==> config.mk <==
export PLATFORM = sky130hd
export DESIGN_NAME = har_feature_loader
export DESIGN_NICKNAME = d
export VERILOG_FILES = /design/src/rtl/har_pkg.sv /design/src/rtl/har_sat_shift.sv /design/src/rtl/har_feature_loader.sv
export SDC_FILE = /design/constraint.sdc
export NUM_CORES = 2
export LEC_CHECK = 0
export CORE_AREA = 4 4 602 604
export CTS_BUF_LIST = sky130_fd_sc_hd__clkbuf_2
export DETAILED_ROUTE_END_ITERATION = 8
export DIE_AREA = 0 0 606 608
export PLACE_DENSITY = 0.41
export SLEW_MARGIN = 0
export SYNTH_ARGS = -nofsm -noshare
export SYNTH_HDL_FRONTEND = slang
export SYNTH_HIERARCHICAL = 1
export SYNTH_SLANG_ARGS = --single-unit
==> constraint.sdc <==
create_clock -name clk -period 3.6 [get_ports clk]
set_clock_uncertainty 0.15 [all_clocks]
set_input_delay 0.72 -clock clk [delete_from_list [all_inputs] [get_ports clk]]
set_output_delay 0.72 -clock clk [all_outputs]
set_load 0.02 [all_outputs]
==> src/rtl/har_pkg.sv <==
// Shared types and constants for the har classifier and its feature loader.
// Optional length checking in the loader is enabled with HAR_LOADER_LEN_CHECK_EN.
package har_pkg;

    localparam int unsigned HAR_IMG_SIZE    = 95;
    localparam int unsigned HAR_M           = 15;
    localparam int unsigned HAR_NUM_CLASSES = 6;

    typedef enum logic [1:0] {
        StFill,
        StHold,
        StDrain
    } har_state_e;

    // Clamp a wide signed value to the signed (m+1)-bit range.
    function automatic logic signed [63:0] har_saturate(input logic signed [63:0] v,
                                                        input int unsigned       m);
        logic signed [63:0] hi;
        logic signed [63:0] lo;
        hi = (64'sd1 <<< m) - 64'sd1;
        lo = -(64'sd1 <<< m);
        if (v > hi) begin
            return hi;
        end else if (v < lo) begin
            return lo;
        end
        return v;
    endfunction

endpackage

==> src/rtl/har_sat_shift.sv <==
// Combinational arithmetic right shift followed by a clamp to the signed (M+1)-bit range.
// sat flags that the clamp changed the value.
module har_sat_shift
    import har_pkg::*;
#(
    parameter int unsigned IN_W  = 24,
    parameter int unsigned M     = HAR_M,
    parameter int unsigned SHIFT = 8
) (
    input  logic signed [IN_W-1:0] din,
    output logic signed [M:0]      dout,
    output logic                   sat
);

    logic signed [63:0] wide;
    logic signed [63:0] shifted;
    logic signed [63:0] clamped;

    always_comb begin
        wide    = {{(64 - IN_W){din[IN_W-1]}}, din};
        shifted = wide >>> SHIFT;
        clamped = har_saturate(shifted, M);
        dout    = clamped[M:0];
        sat     = (clamped != shifted);
    end

endmodule

==> src/rtl/har_feature_loader.sv <==
// Streaming loader: quantizes raw samples and assembles a frozen IMG_SIZE-element frame for har.
// Define HAR_LOADER_LEN_CHECK_EN to check s_last framing (adds the DRAIN state and frame_err).
module har_feature_loader
    import har_pkg::*;
#(
    parameter int unsigned IMG_SIZE = HAR_IMG_SIZE,
    parameter int unsigned M        = HAR_M,
    parameter int unsigned IN_W     = 24,
    parameter int unsigned SHIFT    = 8
) (
    input  logic                   clk,
    input  logic                   rst,
    input  logic                   clear,
    input  logic                   s_valid,
    output logic                   s_ready,
    input  logic signed [IN_W-1:0] s_data,
    input  logic                   s_last,
    output logic signed [M:0]      image [IMG_SIZE],
    output logic                   V_valid,
    input  logic                   v_ack,
    output logic [7:0]             sat_cnt,
    output logic                   frame_err
);

    localparam int unsigned IdxW = $clog2(IMG_SIZE);
    localparam logic [IdxW-1:0] LastIdx = IdxW'(IMG_SIZE - 1);

    har_state_e            state_q, state_d;
    logic [IdxW-1:0]       idx_q, idx_d;
    logic [7:0]            sat_q, sat_d;
    logic signed [M:0]     image_q [IMG_SIZE];
    logic signed [M:0]     smp;
    logic                  smp_sat;
    logic                  accept;
    logic                  wr_en;

    har_sat_shift #(
        .IN_W  (IN_W),
        .M     (M),
        .SHIFT (SHIFT)
    ) u_sat_shift (
        .din  (s_data),
        .dout (smp),
        .sat  (smp_sat)
    );

    assign accept = s_valid && s_ready;

    always_ff @(posedge clk or negedge rst) begin
        if (!rst) begin
            state_q <= StFill;
            idx_q   <= '0;
            sat_q   <= '0;
        end else begin
            state_q <= state_d;
            idx_q   <= idx_d;
            sat_q   <= sat_d;
        end
    end

    always_ff @(posedge clk or negedge rst) begin
        if (!rst) begin
            for (int i = 0; i < int'(IMG_SIZE); i++) begin
                image_q[i] <= '0;
            end
        end else if (wr_en) begin
            image_q[idx_q] <= smp;
        end
    end

`ifdef HAR_LOADER_LEN_CHECK_EN
    logic err_q, err_d;

    always_ff @(posedge clk or negedge rst) begin
        if (!rst) begin
            err_q <= 1'b0;
        end else begin
            err_q <= err_d;
        end
    end

    assign frame_err = err_q;
`else
    logic unused_s_last;
    assign unused_s_last = s_last;
    assign frame_err     = 1'b0;
`endif

    always_comb begin
        state_d = state_q;
        idx_d   = idx_q;
        sat_d   = sat_q;
        wr_en   = 1'b0;
`ifdef HAR_LOADER_LEN_CHECK_EN
        err_d   = 1'b0;
`endif
        if (clear) begin
            state_d = StFill;
            idx_d   = '0;
            sat_d   = '0;
        end else begin
            unique case (state_q)
                StFill: begin
                    if (accept) begin
                        wr_en = 1'b1;
                        idx_d = idx_q + IdxW'(1);
                        if (smp_sat && sat_q != 8'hFF) begin
                            sat_d = sat_q + 8'd1;
                        end
`ifdef HAR_LOADER_LEN_CHECK_EN
                        if (idx_q == LastIdx) begin
                            idx_d = '0;
                            if (s_last) begin
                                state_d = StHold;
                            end else begin
                                err_d   = 1'b1;
                                sat_d   = '0;
                                state_d = StDrain;
                            end
                        end else if (s_last) begin
                            // Early end of frame: drop what was collected and restart.
                            err_d = 1'b1;
                            idx_d = '0;
                            sat_d = '0;
                        end
`else
                        if (idx_q == LastIdx) begin
                            idx_d   = '0;
                            state_d = StHold;
                        end
`endif
                    end
                end
                StHold: begin
                    if (v_ack) begin
                        state_d = StFill;
                        idx_d   = '0;
                        sat_d   = '0;
                    end
                end
                StDrain: begin
                    if (accept && s_last) begin
                        state_d = StFill;
                    end
                end
                default: state_d = StFill;
            endcase
        end
    end

    // Gating with rst keeps s_ready low throughout reset and high as soon as it is released.
    always_comb begin
        s_ready = rst && (state_q != StHold);
        V_valid = (state_q == StHold);
        sat_cnt = sat_q;
    end

    assign image = image_q;

endmodule

After elaboration in Yosys (flattened, before gate mapping)
Index checks and enable logic that the tools add are counted.
Widths: inputs -> output; s select.
{ "word_totals": {"inputBits": 30, "out_inout_bits": 1531, "word_cells": 153, "reg_bits": 1537} }
{ "op_classes": {"bitwise": 1, "reduce_logical": 10, "n_eq_ne": 11, "magnitude_cmp": 4, "addsub": 2, "mux": 27} }
{ "ops": {"columns": ["op", "n"], "rows": [
  ["$bwmux 1520", 1],
  ["$mux 64", 3],
  ["$demux 16 s7", 1],
  ["$ne 64x16->1", 1],
  ["$mux 8", 4],
  ["$mux 7", 4],
  ["$gt 16x16->1 const B", 1],
  ["$lt 16x16->1 const B", 1],
  ["$mux 16", 1],
  ["$pmux 8 s2", 1],
  ["$pmux 7 s2", 1],
  ["$ne 3x3->1 const B", 4],
  ["$mux 2", 5],
  ["$add 8x1->8 const B", 1],
  ["$ge 8x8->1 const B", 1],
  ["$lt 8x1->1 const B", 1],
  ["$ne 8x8->1 const B", 1],
  ["$not 7->8", 1],
  ["$reduce_and 4->1", 2],
  ["$add 7x1->7 const B", 1],
  ["$eq 7x7->1 const B", 1],
  ["$pmux 2 s3", 1],
  ["$logic_and 1x1->1", 5],
  ["$mux 1", 5],
  ["7 further kinds", 7]
]} }

Logic depth before layout (Yosys ltp)
{ "logic_depth": {"word_depth": 10, "depth_mapped": 7, "ltp_nobuf": 6} }

Cells and area by module
The synthesis kept the hierarchy.
{ "by_module_without_submodules": {"columns": ["module", "area_each_um2", "seq_area_each_um2", "instances", "cells_each"], "rows": [
  ["har_feature_loader", 58551.2, 38436.9, 1, 3575],
  ["har_sat_shift", 71.3, 0.0, 1, 18]
]} }

Least setup slack after synthesis
No wires, ideal clock.
{ "synth_timing": {"kind": "input-to-reg", "from": "input port s_valid", "to": "register image_q (netlist bit image[1475])", "required_ps": 3325, "path_slack_ps": 1092, "cell_stages": 5, "setup_time_ps": 125, "arrival_time_ps": 2234, "n_path_buf": 1, "path_cell_list": "nor2b_1 nand3b_1 nor3_2 buf_4 mux2_2"} }
{ "synth_via": {"elab_chain_cells": 4} }
{ "synth_rtl": {"columns": ["element", "line", "text"], "rows": [
  ["from (decl)", "har_feature_loader.sv:14", "input logic s_valid,"],
  ["$logic_and 1x1->1", "har_feature_loader.sv:47", "assign accept = s_valid && s_ready;"],
  ["$mux 1", "har_feature_loader.sv:104", "if (accept) begin"],
  ["$mux 1", "har_feature_loader.sv:102", "unique case (state_q)"],
  ["$mux 1", "har_feature_loader.sv:97", "if (clear) begin"],
  ["to (signal, indexed assignment)", "har_feature_loader.sv:67", "image_q[idx_q] <= smp;"],
  ["to (decl)", "har_feature_loader.sv:31", "logic signed [M:0] image_q [IMG_SIZE];"]
]} }
No other way between the ends.
A chain may end at the register's enable or synchronous reset.

Final worst setup path
{ "layout_timing": {"from": "input port rst", "to": "register image_q (netlist bit image[433])"} }
{ "layout_via": {"elab_chain_cells": 5} }
{ "layout_rtl": {"columns": ["element", "line", "text"], "rows": [
  ["from (decl)", "har_feature_loader.sv:12", "input logic rst,"],
  ["$logic_and 1x1->1", "har_feature_loader.sv:153", "s_ready = rst && (state_q != StHold);"],
  ["$logic_and 1x1->1", "har_feature_loader.sv:47", null],
  ["$mux 1", "har_feature_loader.sv:104", null],
  ["$mux 1", "har_feature_loader.sv:102", null],
  ["$mux 1", "har_feature_loader.sv:97", null]
]} }
No other way between the ends.

==> insert_results.sql <==
INSERT INTO impl_metrics (metric_group, metric, value, unit) VALUES
('status', 'status', 'complete, but fails checks', ''),
('status', 'failed_checks', 'setup timing', ''),
('sta', 'slew-limit-headroom', '21.8', '%'),
('setup_path', 'path_class', 'primary input to register', ''),
('placement', 'detailed_place.area', '81100', 'um^2'),
('cts', 'clk_pin_slew_worst_paths', '0.10', 'ns'),
('final_layout', 'finish.net_count', '5616', ''),
('final_layout', 'final_area', '84000', 'um^2'),
('power_and_ir_drop', 'max-vdd-ir-drop', '230', 'uV'),
('setup_path', 'cp_max_fo', '31', ''),
('global_route', 'grt_pass1_vias', '43267', ''),
('global_route', 'antenna_found_initial', '29', ''),
('logic_synthesis', 'postSynthRegisterBits', '1536', ''),
('logic_synthesis', 'ys_async_sr_fraction', '100', '%'),
('logic_synthesis', 'ys_warn_count', '6', ''),
('logic_synthesis', 'synth_area', '58600', 'um^2'),
('route', 'routed_wire_length_per_instance', '27.0', 'um'),
('route', 'detail_route.drc_violations', '0', ''),
('route', 'initialDrtViolationCount', '1734', ''),
('sta', 'final_hold_viol_count', '0', ''),
('final_layout', 'final_util', '23.5', '%'),
('final_layout', 'fillerInstances', '38133', ''),
('logic_synthesis', 'ys_types', '55', ''),
('logic_synthesis', 'synth_largest_area_cell', 'sky130_fd_sc_hd__dfrtp_1', ''),
('logic_synthesis', 'seq_area_frac_synth', '65.6', '%'),
('cts', 'clock_latency_at_the_later_pin_of_the_worst_skew_pair', '1.71', 'ns'),
('global_route', 'final_global_route_overflow_total', '0', ''),
('final_layout', 'layout_commonest_cell', 'sky130_fd_sc_hd__dfrtp_1', ''),
('sta', 'worst_pin_slew', '1.17', 'ns'),
('route', 'sum_of_routed_wire_length_over_all_layers', '289000', 'um'),
('route', 'first_pass_iters', '4', ''),
('global_route', 'global_route_wire_length_before_repair', '386000', 'um'),
('setup_path', 'worst-endpoint-arrival', '5.12', 'ns'),
('cts', 'tritoncts_num_sinks', '1536', ''),
('die', 'initial_utilization', '16.4', '%'),
('sta', 'layout_worst_path_cycle_share', '103', '%'),
('placement', 'hpwl', '195000', 'um'),
('cts', 'cts-htree-levels', '5', ''),
('logic_synthesis', 'synth.area.top_cells', 'sky130_fd_sc_hd__dfrtp_1 (66%), sky130_fd_sc_hd__mux2_2 (29%), sky130_fd_sc_hd__clkbuf_1 (1.2%)', ''),
('die', 'core_area', '358000', 'um^2'),
('power_and_ir_drop', 'p_per_area', '407', 'nW/um^2'),
('setup_path', 'start_kind', 'primary input', ''),
('route', 'vias', '39910', ''),
('min_path', 'worst_hold_path_type', 'register to register', ''),
('logic_synthesis', 'synth_top_area_share', '65.6', '%'),
('cts', 'cts_tree', 'done', ''),
('sta', 'max_clock_freq', '0.271', 'GHz'),
('cts', 'cts_root_buf', 'sky130_fd_sc_hd__clkbuf_2', ''),
('sta', 'hold-worst-slack', '0.351', 'ns'),
('sta', 'rsz0062_at_grt', 'true', ''),
('die', 'total_number_of_placement_rows', '220', ''),
('global_route', 'grt_max_degree', '131', ''),
('die', 'fp.dieW', '606', 'um'),
('die', 'ios', '1561', ''),
('final_layout', 'highest_count_cells_in_the_layout_ignoring_fill_and_taps', 'sky130_fd_sc_hd__dfrtp_1 (1535), sky130_fd_sc_hd__mux2_2 (1515), sky130_fd_sc_hd__clkbuf_2 (1069)', ''),
('logic_synthesis', 'synth_enable_flop_cells', '0', ''),
('setup_path', 'worst_setup_path_end_kind', 'register', ''),
('sta', 'maxSlewViolCount', '0', ''),
('placement', 'place_congestion', '0.743', ''),
('placement', 'place_ws', '-0.00880', 'ns'),
('cts', 'max-clock-path-buffers', '4', ''),
('setup_path', 'crit_required', '5.03', 'ns'),
('run', 'max_cap_violations', '0', ''),
('logic_synthesis', 'mean_syn_cell_area', '16.3', 'um^2'),
('sta', 'post_layout_minimum_cycle_time', '3.70', 'ns'),
('logic_synthesis', 'netlist_instances', '3593', ''),
('final_layout', 'syn_to_final_growth', '43.3', '%'),
('cts', 'cts_inserted_buffers', '436', ''),
('power_and_ir_drop', 'p_leak', '44.6', 'nW'),
('final_layout', 'fraction_of_layout_instances_using_a_drive_strength_above_1', '63.2', '%'),
('die', 'dieHeight', '608', 'um'),
('logic_synthesis', 'synth.net_count', '3626', ''),
('sta', 'final_setup_fails', '7', ''),
('sta', 'timing.final.ws_setup', '-0.0963', 'ns'),
('logic_synthesis', 'postSynth.topFlopCell', 'sky130_fd_sc_hd__dfrtp_1', ''),
('placement', 'place.port_buffers', '1550', ''),
('route', 'avgViaCountPerCell', '3.73', ''),
('route', 'drt.antenna.violating_nets', '0', ''),
('global_route', 'grt_use_total', '15.2', '%'),
('die', 'die_area', '368000', 'um^2');
## cells in the mapped netlist (all sizes together) (2+ instances only)
cell type	n
nand4	2
buf	122
ha	3
clkbuf	189
o21ai	6
and4	2
nor3b	4
nand2	50
nand3	27
nand3b	3
conb	2
nor3	26
mux2	1521
nand2b	5
and3b	2
o31ai	3
or4	2
nor2	32
a31oi	4
a21oi	10
nor2b	4
inv	4
or3b	3
and2	3
or3	12
dfrtp	1536
and3	4
## through the flow
stage	cells	TNS [ns]	power [W]
floorplan	3593	0	0.0193
global placement	9803	0	0.0215
detailed placement	9803	-0.0248	0.0215
CTS	10662	-126.63	0.0352
global route	10668	-4.85	0.0362
finish	10688	-0.361	0.0342
## layout make-up
| cell class | instances | area, um^2 | share of cell area, % |
|---|---|---|---|
| inverters | 5 | 18.8 | 0.0223 |
| flip-flops and latches | 1536 | 38400 | 45.7 |
| multi-input cells | 1741 | 18800 | 22.3 |
| well taps | 4773 | 5970 | 7.11 |
| repair buffers | 1863 | 17000 | 20.2 |
| clock buffers | 646 | 3230 | 3.85 |
| diodes | 25 | 62.6 | 0.0745 |
| clock inverters | 99 | 571 | 0.679 |
## power by group
| group | switching, W | internal [W] | total (W) | leakage (nW) |
|---|---|---|---|---|
| clock | 0.00800 | 0.00504 | 0.0130 | 2.95 |
| combinational | 0.00217 | 0.00112 | 0.00329 | 20.3 |
| sequential | 0.000254 | 0.0176 | 0.0179 | 21.4 |
## layer usage
metal | vias up | track usage [%] | routed length (um)
li1 | 16874 | - | -
met2 | 1524 | 27.2 | 148000
met3 | 469 | 4.83 | 22300
met4 | 14 | 4.71 | 9570
met5 | - | 0 | 108
met1 | 21029 | 16.9 | 109000
## worst paths after layout
check / from / to / slack, ns / cells past startpoint
max: rst / image[433] / -0.1 / 13
min: image[766] / image[766] / 0.35 / 1
max reg2reg: idx_q[3] / image[433] / 0.37 / 7
min reg2reg: image[766] / image[766] / 0.35 / 1
max in group asynchronous: rst / image[1210] / 0.31 / 8
min in group asynchronous: rst / image[599] / 0.83 / 6
## critical path, cell delays in order
cell	delay [ns]
sky130_fd_sc_hd__dlygate4sd3_1	0.66
sky130_fd_sc_hd__buf_16	0.18
sky130_fd_sc_hd__dlygate4sd3_1	0.55
sky130_fd_sc_hd__dlygate4sd3_1	0.63
sky130_fd_sc_hd__buf_16	0.16
sky130_fd_sc_hd__buf_16	0.23
sky130_fd_sc_hd__nand4bb_1	0.23
sky130_fd_sc_hd__nor3_4	0.21
sky130_fd_sc_hd__buf_12	0.25
sky130_fd_sc_hd__nand2_2	0.07
sky130_fd_sc_hd__buf_4	0.25
sky130_fd_sc_hd__mux2_2	0.31
sky130_fd_sc_hd__dlygate4sd3_1	0.55
## what timing repair did
action                     4_1_cts  5_1_grt
setup endpoints to repair     1530      575
buffers inserted                43        1
pin swaps                        0        0
gates resized for setup       5500      996
hold buffers                    71        0
hold endpoints to repair      3072        0
## flip-flops by register name, indices dropped and copies added, names as in the netlist
| register | count |
|---|---|
| state_q | 1 |
| sat_cnt | 8 |
| idx_q | 7 |
| image | 1520 |
## cell families (layout without fill, tap and decap cells)
logic type      count (synthesis)  after routing  synth area share (%)
simple gates                  184            184                  2.25
flops                        1536           1536                  65.6
other cells                     2             27                0.0128
fa+ha+maj                       3              3                0.0640
buf+inv                       316           2613                  2.56
compound gates                 30             30                 0.314
mux                          1522           1522                  29.2
Power figures use the tool's default switching activity.
